$ cat src/rtl/mem_port_arbiter.sv
// Arbitrates the two data-memory ports between the MO pipeline stage and a DMA/loader master.
// MO has priority per port, with a starvation limit; DMA can lock a port for a bounded burst.
module mem_port_arbiter #(
    parameter int SIZE_ADDR    = 16,
    parameter int SIZE_DATA    = 32,
    parameter int P_STARVE_MAX = 4,
    parameter int P_BURST_MAX  = 8
) (
    input  logic                 iw_clk,
    input  logic                 iw_rst,
    input  logic                 iw_pl_req,
    input  logic                 iw_pl_mp,
    input  logic                 iw_pl_we,
    input  logic [SIZE_ADDR-1:0] iw_pl_addr,
    input  logic [SIZE_DATA-1:0] iw_pl_wdata,
    output logic                 ow_pl_stall,
    output logic [SIZE_DATA-1:0] ow_pl_rdata,
    input  logic                 iw_dma_req,
    input  logic                 iw_dma_mp,
    input  logic                 iw_dma_we,
    input  logic [SIZE_ADDR-1:0] iw_dma_addr,
    input  logic [SIZE_DATA-1:0] iw_dma_wdata,
    input  logic                 iw_dma_last,
    output logic                 ow_dma_gnt,
    output logic                 ow_dma_rvalid,
    output logic [SIZE_DATA-1:0] ow_dma_rdata,
    output logic                 ow_mem0_en,
    output logic                 ow_mem0_we,
    output logic [SIZE_ADDR-1:0] ow_mem0_addr,
    output logic [SIZE_DATA-1:0] ow_mem0_wdata,
    input  logic [SIZE_DATA-1:0] iw_mem0_rdata,
    output logic                 ow_mem1_en,
    output logic                 ow_mem1_we,
    output logic [SIZE_ADDR-1:0] ow_mem1_addr,
    output logic [SIZE_DATA-1:0] ow_mem1_wdata,
    input  logic [SIZE_DATA-1:0] iw_mem1_rdata
);

    typedef enum logic {S_OPEN, S_LOCK} state_t;

    logic [1:0]           pl_hit, dma_hit, mo_win, dma_win;
    logic                 m_en    [2];
    logic                 m_we    [2];
    logic [SIZE_ADDR-1:0] m_addr  [2];
    logic [SIZE_DATA-1:0] m_wdata [2];
    logic [SIZE_DATA-1:0] mem_rdata [2];

    for (genvar p = 0; p < 2; p++) begin : g_port
        state_t     st;
        logic [3:0] starve_cnt;
        logic [7:0] beat_cnt;
        logic       mo_w, dma_w;

        assign pl_hit[p]  = iw_pl_req  && (iw_pl_mp  == 1'(p));
        assign dma_hit[p] = iw_dma_req && (iw_dma_mp == 1'(p));

        always_comb begin
            mo_w  = 1'b0;
            dma_w = 1'b0;
            if (st == S_LOCK) begin
                dma_w = dma_hit[p];
            end else if (pl_hit[p] && dma_hit[p]) begin
                dma_w = (starve_cnt == 4'(P_STARVE_MAX));
                mo_w  = !dma_w;
            end else begin
                mo_w  = pl_hit[p];
                dma_w = dma_hit[p];
            end
        end

        assign mo_win[p]  = mo_w;
        assign dma_win[p] = dma_w;
        assign m_en[p]    = mo_w | dma_w;
        assign m_we[p]    = mo_w ? iw_pl_we    : (dma_w ? iw_dma_we    : 1'b0);
        assign m_addr[p]  = mo_w ? iw_pl_addr  : (dma_w ? iw_dma_addr  : '0);
        assign m_wdata[p] = mo_w ? iw_pl_wdata : (dma_w ? iw_dma_wdata : '0);

        always_ff @(posedge iw_clk or posedge iw_rst) begin
            if (iw_rst) begin
                st         <= S_OPEN;
                starve_cnt <= '0;
                beat_cnt   <= '0;
            end else begin
                if (dma_w || !dma_hit[p])
                    starve_cnt <= '0;
                else if (mo_w)
                    starve_cnt <= starve_cnt + 4'd1;

                case (st)
                    S_OPEN: begin
                        // A single-beat limit never holds a lock past its first beat.
                        if (dma_w && !iw_dma_last && P_BURST_MAX > 1) begin
                            st       <= S_LOCK;
                            beat_cnt <= 8'd1;
                        end
                    end
                    default: begin
                        // In a lock a present DMA request is always granted, so dma_hit marks a beat.
                        if (!dma_hit[p] || iw_dma_last || beat_cnt == 8'(P_BURST_MAX - 1)) begin
                            st       <= S_OPEN;
                            beat_cnt <= '0;
                        end else begin
                            beat_cnt <= beat_cnt + 8'd1;
                        end
                    end
                endcase
            end
        end
    end

    assign ow_pl_stall = iw_pl_req && !mo_win[iw_pl_mp];
    assign ow_dma_gnt  = dma_win[iw_dma_mp];

    assign ow_mem0_en    = m_en[0];
    assign ow_mem0_we    = m_we[0];
    assign ow_mem0_addr  = m_addr[0];
    assign ow_mem0_wdata = m_wdata[0];
    assign ow_mem1_en    = m_en[1];
    assign ow_mem1_we    = m_we[1];
    assign ow_mem1_addr  = m_addr[1];
    assign ow_mem1_wdata = m_wdata[1];

    assign mem_rdata[0] = iw_mem0_rdata;
    assign mem_rdata[1] = iw_mem1_rdata;

    logic                 dma_pend, dma_mp_q, pl_pend, pl_mp_q;
    logic [SIZE_DATA-1:0] pl_rdata_q;

    // Memory data arrives the cycle after the grant, so the return path muxes it live
    // and only the MO side keeps a copy to hold between reads.
    assign ow_dma_rvalid = dma_pend;
    assign ow_dma_rdata  = dma_pend ? mem_rdata[dma_mp_q] : '0;
    assign ow_pl_rdata   = pl_pend  ? mem_rdata[pl_mp_q]  : pl_rdata_q;

    always_ff @(posedge iw_clk or posedge iw_rst) begin
        if (iw_rst) begin
            dma_pend   <= 1'b0;
            dma_mp_q   <= 1'b0;
            pl_pend    <= 1'b0;
            pl_mp_q    <= 1'b0;
            pl_rdata_q <= '0;
        end else begin
            dma_pend <= ow_dma_gnt && !iw_dma_we;
            dma_mp_q <= iw_dma_mp;
            pl_pend  <= iw_pl_req && !ow_pl_stall && !iw_pl_we;
            pl_mp_q  <= iw_pl_mp;
            if (pl_pend)
                pl_rdata_q <= mem_rdata[pl_mp_q];
        end
    end

endmodule
$ cat config.mk
export PLATFORM = sky130hd
export DESIGN_NAME = mem_port_arbiter
export DESIGN_NICKNAME = d
export VERILOG_FILES = /design/src/rtl/mem_port_arbiter.sv
export SDC_FILE = /design/constraint.sdc
export NUM_CORES = 1
export LEC_CHECK = 0
export CORE_MARGIN = 1
export CORE_UTILIZATION = 30
export DETAILED_ROUTE_END_ITERATION = 12
export HOLD_SLACK_MARGIN = 0.15
export PLACE_DENSITY = 0.73
export SLEW_MARGIN = 20
export SYNTH_ARGS = -nofsm -noshare
export SYNTH_HDL_FRONTEND = slang
export SYNTH_SLANG_ARGS = --single-unit
export TNS_END_PERCENT = 10
$ cat constraint.sdc
create_clock -name iw_clk -period 2 [get_ports iw_clk]
set_input_delay 0.4 -clock iw_clk [delete_from_list [all_inputs] [get_ports iw_clk]]
set_output_delay 0.4 -clock iw_clk [all_outputs]
set_load 0.02 [all_outputs]
# Word level (Yosys, flattened, before mapping)

Index checks and enable logic that the tools add are counted.

Input port bits: 169
Output and inout port bits: 167
Flip-flop bits (word level): 62

Magnitude comparators: 4
Reductions and logical operators: 31
Bitwise gates (word level): 6
Mux-type cells: 48
$add $sub $neg: 4
Equal/unequal tests: 4

Operators with widths:

| operator                                                                      | count |
|---|---|
| 32-bit two-way mux                                                            | 12 |
| 16-bit two-way mux                                                            | 4 |
| 8-bit two-way mux                                                             | 6 |
| 1-bit two-way mux                                                             | 22 |
| 8-bit by 1-bit adder with 8-bit output (second input constant)                | 2 |
| 8-bit by 3-bit equality test with 1-bit output (second input constant)        | 2 |
| 4-bit two-way mux                                                             | 4 |
| 1-bit logical AND                                                             | 12 |
| 1-bit logical NOT                                                             | 9 |
| 4-bit by 1-bit adder with 4-bit output (second input constant)                | 2 |
| 4-bit by 3-bit equality test with 1-bit output (second input constant)        | 2 |
| 2-bit nonzero test                                                            | 4 |
| 1-bit logical OR                                                              | 6 |
| 2-bit greater-or-equal comparator (second input constant)                     | 2 |
| 1-bit by 2-bit less-than comparator with 1-bit output (second input constant) | 2 |
| 1-bit inverter with 2-bit output                                              | 2 |
| 1-bit inverter                                                                | 2 |
| 1-bit bitwise OR                                                              | 2 |

# Logic depth before layout (Yosys ltp)

Gate-level depths: netlist (run 1).

Word-level depth: 12
Gate-level depth with buffers: 8

# Worst setup path before layout (run 1)

No wires, ideal clock.

Path kind: reg-to-output
Start point: register g_port[1].starve_cnt[0]
End point: output ow_mem1_wdata[21]
Setup slack: -0.189 ns
Stages on the path, launching flop included: 9
Arrival: 1.789 ns
Buffers on the path: 2
Required time: 1.600 ns
Cells stage by stage: dfrtp_1 inv_1 ha_1 and3b_1 a21oi_2 clkbuf_1 buf_2 nand2_1 o21ai_0

Cells in the longest elaborated chain, start to end: 5
Elaborated cells on any way between the ends: 8

Ends and longest elaborated chain:

| what                                                           | RTL line | source |
|---|---|---|
| start: declaration                                             | 50       | `logic [3:0] starve_cnt;` |
| start signal: assignment                                       | 87       | `starve_cnt <= starve_cnt + 4'd1;` |
| 4-bit by 3-bit equality test with 1-bit output *               | 63       | `dma_w = (starve_cnt == 4'(P_STARVE_MAX));` |
| 1-bit two-way mux / 1-bit logical NOT (equally long branches)  | 62, 64   |  |
| 1-bit two-way mux, on equally long branches                    | 60, 62   |  |
| 32-bit two-way mux / 1-bit two-way mux (equally long branches) | 76, 60   |  |
| 32-bit two-way mux *                                           | 76       | `assign m_wdata[p] = mo_w ? iw_pl_wdata : (dma_w ? iw_dma_wdata : '0);` |
| end: declaration                                               | 35       | `output logic [SIZE_DATA-1:0] ow_mem1_wdata,` |

Every way passes the cells marked *; elsewhere a longest branch is shown, timed or not.

# Worst setup path after layout (run 1)

Start point: register g_port[0].starve_cnt[1]
End point: output ow_mem0_addr[5]

Cells in the longest elaborated chain, start to end: 5
Elaborated cells on any way between the ends: 8

Ends and longest elaborated chain:

| what                                                           | RTL line | source |
|---|---|---|
| start: declaration                                             | 50       |  |
| start signal: assignment                                       | 87       |  |
| 4-bit by 3-bit equality test with 1-bit output *               | 63       |  |
| 1-bit two-way mux / 1-bit logical NOT (equally long branches)  | 62, 64   |  |
| 1-bit two-way mux, on equally long branches                    | 60, 62   |  |
| 16-bit two-way mux / 1-bit two-way mux (equally long branches) | 75, 60   |  |
| 16-bit two-way mux *                                           | 75       | `assign m_addr[p] = mo_w ? iw_pl_addr : (dma_w ? iw_dma_addr : '0);` |
| end: declaration                                               | 29       | `output logic [SIZE_ADDR-1:0] ow_mem0_addr,` |

Marked as above.

==> insert_results.sql, run 1 <==
INSERT INTO impl_metrics (metric_group, metric, value, unit) VALUES
('yosys', 'synth.top_cell.area_share', '31.55', '%'),
('global_route', 'largest_net_degree_at_the_start_of_global_routing', '47', ''),
('timing', 'relSlewSlack', '73.63', '%'),
('pwr', 'swShare', '37.36', '%'),
('timing', 'maxClockFrequency', '410.5', 'MHz'),
('yosys', 'synth_seq_area_share', '31.55', '%'),
('pwr', 'power.combinational.fraction', '50.0', '%'),
('yosys', 'synth-edff-count', '0', ''),
('cts', 'clkSlewWorstSetupHoldPaths', '0.06', 'ns'),
('finish', 'nets', '1256', ''),
('cts', 'worstSkewPairLatency', '0.32', 'ns'),
('finish', 'antennaDiodeCount', '0', ''),
('yosys', 'synth-async-reset-ratio', '100.0', '%'),
('floorplanning', 'chipHeight', '130.0', 'um'),
('placement', 'gp_congestion', '0.8689', ''),
('setup_path', 'worst-endpoint-arrival', '2.04', 'ns'),
('pwr', 'power-per-cell-area', '637.3', 'nW/um^2'),
('cts', 'htreeDepth', '3', ''),
('yosys', 'synth-warning-count', '0', ''),
('worst_hold_path', 'worstHoldPathType', 'primary input to flop', ''),
('pwr', 'p_int', '3921', 'uW'),
('yosys', 'post_synthesis_average_cell_area', '7.065', 'sq um'),
('global_route', 'antenna_found_initial', '0', ''),
('yosys', 'postSynthRegisterBits', '62', ''),
('timing', 'final.period_utilization', '121.8', '%'),
('timing', 'worst_pin_slew', '0.3949', 'ns'),
('yosys', 'syn_nets', '871', ''),
('status', 'run_status', 'finished, violations left', ''),
('detailed_routing', 'number_of_search_and_repair_iterations_in_the_first_detailed_routing_pass', '4', ''),
('detailed_routing', 'drt.antenna.violating_nets', '0', ''),
('job', 'maxCapViolations', '0', ''),
('timing', 'setup_total_negative_slack', '-32.11', 'ns'),
('detailed_routing', 'detailedRoute.firstIterationViolations', '183', ''),
('finish', 'post_layout_nonfiller_instances', '1302', ''),
('floorplanning', 'die_w', '130.0', 'um'),
('floorplanning', 'num_rows', '46', ''),
('placement', 'dp_wirelength', '16.20', 'mm'),
('timing', 'final-setup-viol-count', '101', ''),
('timing', 'layout_setup_ws', '-0.4359', 'ns'),
('cts', 'bufs_on_longest_clock_path', '2', ''),
('setup_path', 'worst_setup_path_end_kind', 'output port', ''),
('pwr', 'finalPower', '6260', 'uW'),
('floorplanning', 'design.core.area', '15940', 'sq um'),
('floorplanning', 'ioPinCount', '336', ''),
('yosys', 'synth_cell_types', '46', ''),
('detailed_routing', 'detail_route.wirelength', '21.37', 'mm'),
('worst_hold_path', 'worstHoldPathCells', '1', ''),
('global_route', 'gr-usage-all-layers', '24.26', '%'),
('timing', 'hold_viol_final', '0', ''),
('setup_path', 'critPathKind', 'flop to output port', ''),
('pwr', 'power.net_switching', '2339', 'uW'),
('detailed_routing', 'drt-wirelength-per-cell', '16.41', 'um'),
('status', 'violations', 'negative setup slack', ''),
('cts', 'clock_tree_root_driver_cell', 'sky130_fd_sc_hd__clkbuf_16', ''),
('placement', 'post_placement_cell_count', '1271', ''),
('finish', 'areaGrowthSynthToFinish', '99.77', '%'),
('yosys', 'synth_largest_area_cell', 'sky130_fd_sc_hd__dfrtp_1', ''),
('pwr', 'static_leakage', '0.004439', 'uW'),
('finish', 'layout.core_utilization', '61.62', '%'),
('timing', 'finalMaxSlewViolations', '0', ''),
('cts', 'tritoncts', 'yes', ''),
('pwr', 'vdd_drop_max', '0.3580', 'mV'),
('pwr', 'power.clock.fraction', '24.8', '%'),
('timing', 'unrepaired_setup_endpoints_after_global_routing', 'yes', ''),
('yosys', 'ys_dominant_reg_cell', 'sky130_fd_sc_hd__dfrtp_1', ''),
('cts', 'cts_buffers', '9', ''),
('floorplanning', 'start_util', '30.84', '%'),
('global_route', 'via_count_of_the_first_global_routing_pass', '5882', ''),
('pwr', 'power_frac_seq', '25.2', '%'),
('placement', 'detailedPlace.worstSlack', '-1.128', 'ns'),
('global_route', 'grt_overflow_total', '0', '');
[cell type report]
class	instances	area, sq um
inverter	10	37.54
clock inverter	7	82.58
clock buffer	9	225.2
fill	1441	6120
multi-input combinational	570	3508
tap	216	270.3
timing repair buffer	428	4144
sequential	62	1555
[power groups by stage]
stage / sequential [uW] / combinational, uW / clock (uW)
finish: 1570 / 3130 / 1560
global route: 1600 / 3340 / 1640
CTS: 1570 / 3130 / 1600
detailed placement: 1590 / 3120 / 0
global placement: 1590 / 3080 / 0
floorplan: 1580 / 1380 / 0
[cell families (layout without fill, tap and decap cells)]
group                    Yosys count  in the layout  synth area share, %
AND/OR/NAND/NOR                  326            326                28.68
multiplexers                      67             67                13.64
XOR/XNOR                           5              5               0.8907
adder cells (fa/ha/maj)            6              6                1.527
flip-flops                        62             62                31.55
buffers and inverters             64            454                5.165
AO/OA/AOI/OAI                    166            166                18.55
[flip-flops by register name, indices dropped and copies added (netlist names)]
name and cells:
g_port.st 2, pl_mp_q 1, pl_rdata_q 32, g_port.starve_cnt 8, pl_pend 1, ow_dma_rvalid 1
g_port.beat_cnt 16, dma_mp_q 1
[critical path, cell delays in order (launching register included)]
cell and delay [ns]:
sky130_fd_sc_hd__dfrtp_1 0.38, sky130_fd_sc_hd__inv_1 0.06, sky130_fd_sc_hd__ha_2 0.16, sky130_fd_sc_hd__and3b_2 0.21, sky130_fd_sc_hd__a21oi_4 0.06, sky130_fd_sc_hd__buf_12 0.13, sky130_fd_sc_hd__buf_12 0.13, sky130_fd_sc_hd__buf_12 0.13
sky130_fd_sc_hd__buf_16 0.14, sky130_fd_sc_hd__o21ai_2 0.16, sky130_fd_sc_hd__buf_6 0.14
[layout by cell type (no fill, tap or decap), drive strengths merged, types with 3 or more instances in the layout]
cell type / Yosys / routed
a21oi: 42 / 42
a22o: 4 / 4
a31oi: 4 / 4
and3: 6 / 6
and3b: 3 / 3
buf: 14 / 221
clkbuf: 40 / 25
clkdlybuf4s15: 0 / 13
clkdlybuf4s50: 0 / 166
dfrtp: 62 / 62
dlygate4sd2: 0 / 11
ha: 6 / 6
inv: 10 / 12
mux2i: 67 / 67
nand2: 210 / 210
nand3: 7 / 7
nor2: 48 / 48
nor2b: 34 / 34
nor3b: 3 / 3
o21ai: 105 / 105
or3: 3 / 3
xor2: 3 / 3
[final timing paths]
kind                                         endpoint  slack, ns                    start
min in group asynchronous               ow_dma_rvalid       0.38                   iw_rst
worst min register to register         pl_rdata_q[11]       0.52           pl_rdata_q[11]
worst min-delay path                          pl_mp_q       0.26                 iw_pl_mp
worst max register to register  g_port[1].beat_cnt[5]       0.05    g_port[1].beat_cnt[5]
max in group asynchronous                     pl_mp_q       1.15                   iw_rst
worst max-delay path                  ow_mem0_addr[5]      -0.44  g_port[0].starve_cnt[1]
[repair_timing]
item,CTS,global route
setup endpoints to repair,165,147
setup buffers,8,1
hold buffers,0,0
gates resized for setup,824,124
pin swaps,19,12
gates cloned,7,0
[per-layer routing]
layer	track usage [%]	vias to the layer above	wire length, um
met5	0	-	0
met4	11.01	0	927
met3	7.462	49	1994
met2	45.21	280	10920
met1	24.66	2958	7528
li1	-	3139	-
[per-stage QoR]
stage	hold slack (ns)	cell area, sq um
CTS	0.3639	9734
floorplan	0.4314	5005
finish	0.2607	9823
detailed placement	0.4822	9160
global placement	0.4786	9160
global route	0.2579	9823
No activity file was read; power rests on OpenSTA's default activity.
==> run 2: changes to the inputs <==
--- a/config.mk
+++ b/config.mk
@@ -5,11 +5,12 @@
 export SDC_FILE = /design/constraint.sdc
 export NUM_CORES = 1
 export LEC_CHECK = 0
-export CORE_MARGIN = 1
-export CORE_UTILIZATION = 30
+export CORE_AREA = 2 2 129 131
 export DETAILED_ROUTE_END_ITERATION = 12
+export DIE_AREA = 0 0 131 133
+export GPL_ROUTABILITY_DRIVEN = 0
 export HOLD_SLACK_MARGIN = 0.15
-export PLACE_DENSITY = 0.73
+export PLACE_DENSITY = 0.74
 export SLEW_MARGIN = 20
 export SYNTH_ARGS = -nofsm -noshare
 export SYNTH_HDL_FRONTEND = slang
==> insert_results.sql, run 2 (synthesized netlist as in run 1, its figures left out) <==
INSERT INTO impl_metrics (metric_group, metric, value, unit) VALUES
('finish', 'nets', '1292', ''),
('timing', 'relSlewSlack', '67.50', '%'),
('setup_path', 'critPathSlowestCell', 'sky130_fd_sc_hd__dfrtp_1', ''),
('timing', 'setup_total_negative_slack', '-39.56', 'ns'),
('worst_hold_path', 'worstHoldPathType', 'primary input to async pin', ''),
('finish', 'post_route_cells_drive_above_1_share', '37.34', '%'),
('setup_path', 'crit_top_cell', 'sky130_fd_sc_hd__buf_12', ''),
('cts', 'clkSlewWorstSetupHoldPaths', '0.06', 'ns'),
('timing', 'unrepaired_setup_endpoints_after_global_routing', 'yes', ''),
('pwr', 'static_leakage', '0.004645', 'uW'),
('setup_path', 'critical-path-max-stage-delay', '0.35', 'ns'),
('pwr', 'power.combinational.fraction', '52.0', '%'),
('finish', 'largest_register_ff_count', '32', ''),
('job', 'maxCapViolations', '0', ''),
('timing', 'clock_skew', '0.004680', 'ns'),
('detailed_routing', 'drt.antenna.violating_nets', '0', ''),
('detailed_routing', 'number_of_search_and_repair_iterations_in_the_first_detailed_routing_pass', '5', ''),
('setup_path', 'critical_path.top_delay_family', 'buffers and inverters', ''),
('pwr', 'swShare', '37.59', '%'),
('detailed_routing', 'drc', '0', ''),
('setup_path', 'worst-endpoint-arrival', '2.09', 'ns'),
('global_route', 'gr-usage-all-layers', '23.48', '%'),
('floorplanning', 'chipHeight', '133', 'um'),
('timing', 'worst_pin_slew', '0.4868', 'ns'),
('setup_path', 'register_to_register_setup_slack', '0.11', 'ns'),
('setup_path', 'worstReg2RegStart', 'g_port[1].beat_cnt[5]', ''),
('cts', 'worstSkewPairLatency', '0.33', 'ns'),
('setup_path', 'crit_fanout', '22', ''),
('setup_path', 'critPathBufInv', '5', ''),
('floorplanning', 'floorplan.die_area', '17420', 'sq um'),
('timing', 'layout_setup_ws', '-0.4851', 'ns'),
('timing', 'maxClockFrequency', '402.4', 'MHz'),
('finish', 'n_fill_cell', '1397', ''),
('global_route', 'antenna_found_initial', '0', ''),
('cts', 'clock_sink_count', '62', ''),
('finish', 'antennaDiodeCount', '0', ''),
('floorplanning', 'die_w', '131', 'um'),
('timing', 'hold_viol_final', '0', ''),
('pwr', 'power.net_switching', '2442', 'uW'),
('setup_path', 'path_cells', 'inv_1 > ha_2 > and3b_2 > a21oi_4 > buf_12 > buf_12 > buf_16 > nand2_1 > o21ai_1 > buf_4', ''),
('global_route', 'wire_length_of_the_first_global_routing_pass', '32.12', 'mm'),
('detailed_routing', 'top_routing_layer_in_use', 'met4', ''),
('floorplanning', 'start_util', '30.41', '%'),
('finish', 'regArea', '1555', 'sq um'),
('floorplanning', 'num_rows', '47', ''),
('setup_path', 'worst-endpoint-required', '1.60', 'ns'),
('global_route', 'largest_net_degree_at_the_start_of_global_routing', '55', ''),
('setup_path', 'worst_r2r_path_depth', '4', ''),
('pwr', 'p_int', '4054', 'uW'),
('placement', 'detailedPlace.worstSlack', '-1.073', 'ns'),
('timing', 'final.period_utilization', '124.3', '%'),
('timing', 'finalMaxSlewViolations', '0', ''),
('setup_path', 'critPathKind', 'flop to output port', ''),
('detailed_routing', 'detail_route.wirelength', '22.66', 'mm'),
('detailed_routing', 'routed-wl-met2', '11.28', 'mm'),
('global_route', 'via_count_of_the_first_global_routing_pass', '6433', ''),
('setup_path', 'start_kind', 'flop', ''),
('finish', 'areaGrowthSynthToFinish', '106.1', '%'),
('cts', 'tritoncts', 'yes', ''),
('detailed_routing', 'wirelength_met1', '8.081', 'mm'),
('global_route', 'grt_overflow_total', '0', ''),
('timing', 'final-setup-viol-count', '100', ''),
('placement', 'dp_wirelength', '16.51', 'mm'),
('finish', 'multiInputGateArea', '3511', 'sq um'),
('detailed_routing', 'vias', '6695', ''),
('cts', 'bufs_on_longest_clock_path', '2', ''),
('status', 'run_status', 'finished, violations left', ''),
('cts', 'htreeDepth', '3', ''),
('timing', 'timing.final.crit_period', '2.485', 'ns'),
('cts', 'clock_tree_root_driver_cell', 'sky130_fd_sc_hd__clkbuf_16', ''),
('cts', 'cts_buffers', '9', ''),
('pwr', 'power-per-cell-area', '641.0', 'nW/um^2'),
('floorplanning', 'ioPinCount', '336', ''),
('placement', 'port_buffers', '335', ''),
('setup_path', 'worst_r2r_endpoint', 'g_port[1].beat_cnt[5]', ''),
('detailed_routing', 'drt-wirelength-per-cell', '16.88', 'um'),
('pwr', 'power.clock.fraction', '23.8', '%'),
('pwr', 'power_frac_seq', '24.2', '%'),
('floorplanning', 'design.core.area', '16170', 'sq um'),
('status', 'violations', 'negative setup slack', ''),
('finish', 'layout_commonest_cell', 'sky130_fd_sc_hd__nand2_1', ''),
('setup_path', 'worst_setup_path_end_kind', 'output port', ''),
('detailed_routing', 'vias_per_cell', '4.989', ''),
('pwr', 'vdd_drop_max', '0.3725', 'mV'),
('finish', 'most-common-layout-cells', '178 x sky130_fd_sc_hd__nand2_1, 167 x sky130_fd_sc_hd__clkdlybuf4s50_1, 122 x sky130_fd_sc_hd__buf_4', ''),
('detailed_routing', 'detailedRoute.firstIterationViolations', '285', ''),
('finish', 'biggestRegsByFlops', 'pl_rdata_q (32), g_port.beat_cnt (16), g_port.starve_cnt (8)', ''),
('detailed_routing', 'route.met3.wl', '2.176', 'mm'),
('finish', 'max_flop_register', 'pl_rdata_q', '');
run 2: worst max path at each step:
stage / cells after the start / endpoint / slack [ns] / from
floorplan: 6 / ow_mem1_wdata[20] / -0.05 / g_port[1].starve_cnt[0]
global route: 10 / ow_mem0_wdata[15] / -0.58 / g_port[0].starve_cnt[1]
finish: 10 / ow_mem1_wdata[14] / -0.49 / g_port[1].starve_cnt[1]
detailed placement: 8 / ow_mem0_wdata[8] / -1.07 / iw_pl_req
global placement: 8 / ow_mem0_wdata[14] / -1.04 / iw_pl_req
CTS: 8 / ow_mem0_wdata[12] / -0.62 / g_port[0].st
run 2: what timing repair did:
action / 4_1_cts / 5_1_grt
endpoints found under the setup margin: 163 / 147
buffers inserted: 15 / 5
hold buffers: 0 / 0
gates cloned: 7 / 5
gates resized for setup: 683 / 293
pin swaps: 17 / 12
run 2: cell type report:
class / instances / share of cell area (%)
Timing Repair Buffer: 464 / 43.96
Multi-Input combinational cell: 570 / 34.65
Sequential cell: 62 / 15.35
Tap cell: 220 / 2.717
Clock buffer: 9 / 2.223
Clock inverter: 7 / 0.7286
Inverter: 10 / 0.3705
run 2: through the flow:
step	cell area (sq um)	util, %	power (uW)	std cells	hold slack, ns
3_3_place_gp	9363	57.90	4725	1299	0.4830
6_report	10130	62.65	6495	1342	0.4099
3_5_place_dp	9363	57.90	4775	1299	0.4938
5_1_grt	10130	62.65	6850	1342	0.4521
2_1_floorplan	5005	-	2965	696	0.4314
4_1_cts	10020	61.97	6359	1337	0.4152
run 2: layer usage:
layer	track usage, %	vias up
met2	42.92	342
met4	9.338	0
met3	6.753	80
met5	0	-
met1	24.92	3071
li1	-	3202
run 2: worst register-to-register path, delay by kind of cell (launching register included):
kind	cells	cell delay (ns)
AO/OA/AOI/OAI	2	0.61
flip-flops	1	0.38
AND/OR/NAND/NOR	2	0.79
run 2: power groups by stage:
stage          clock network, uW  logic (uW)  registers, uW
5_1_grt                     1650        3600           1600
6_report                    1540        3380           1570
4_1_cts                     1580        3200           1570
3_5_place_dp                   0        3180           1590
3_3_place_gp                   0        3140           1590
2_1_floorplan                  0        1380           1580
==> run 3: changes to the inputs <==
--- a/config.mk
+++ b/config.mk
@@ -11,7 +11,6 @@
 export GPL_ROUTABILITY_DRIVEN = 0
 export HOLD_SLACK_MARGIN = 0.15
 export PLACE_DENSITY = 0.74
-export SLEW_MARGIN = 20
 export SYNTH_ARGS = -nofsm -noshare
 export SYNTH_HDL_FRONTEND = slang
 export SYNTH_SLANG_ARGS = --single-unit
==> results of run 3 <==
Same layout as run 2: the final DEF is identical, and so are final timing and power.
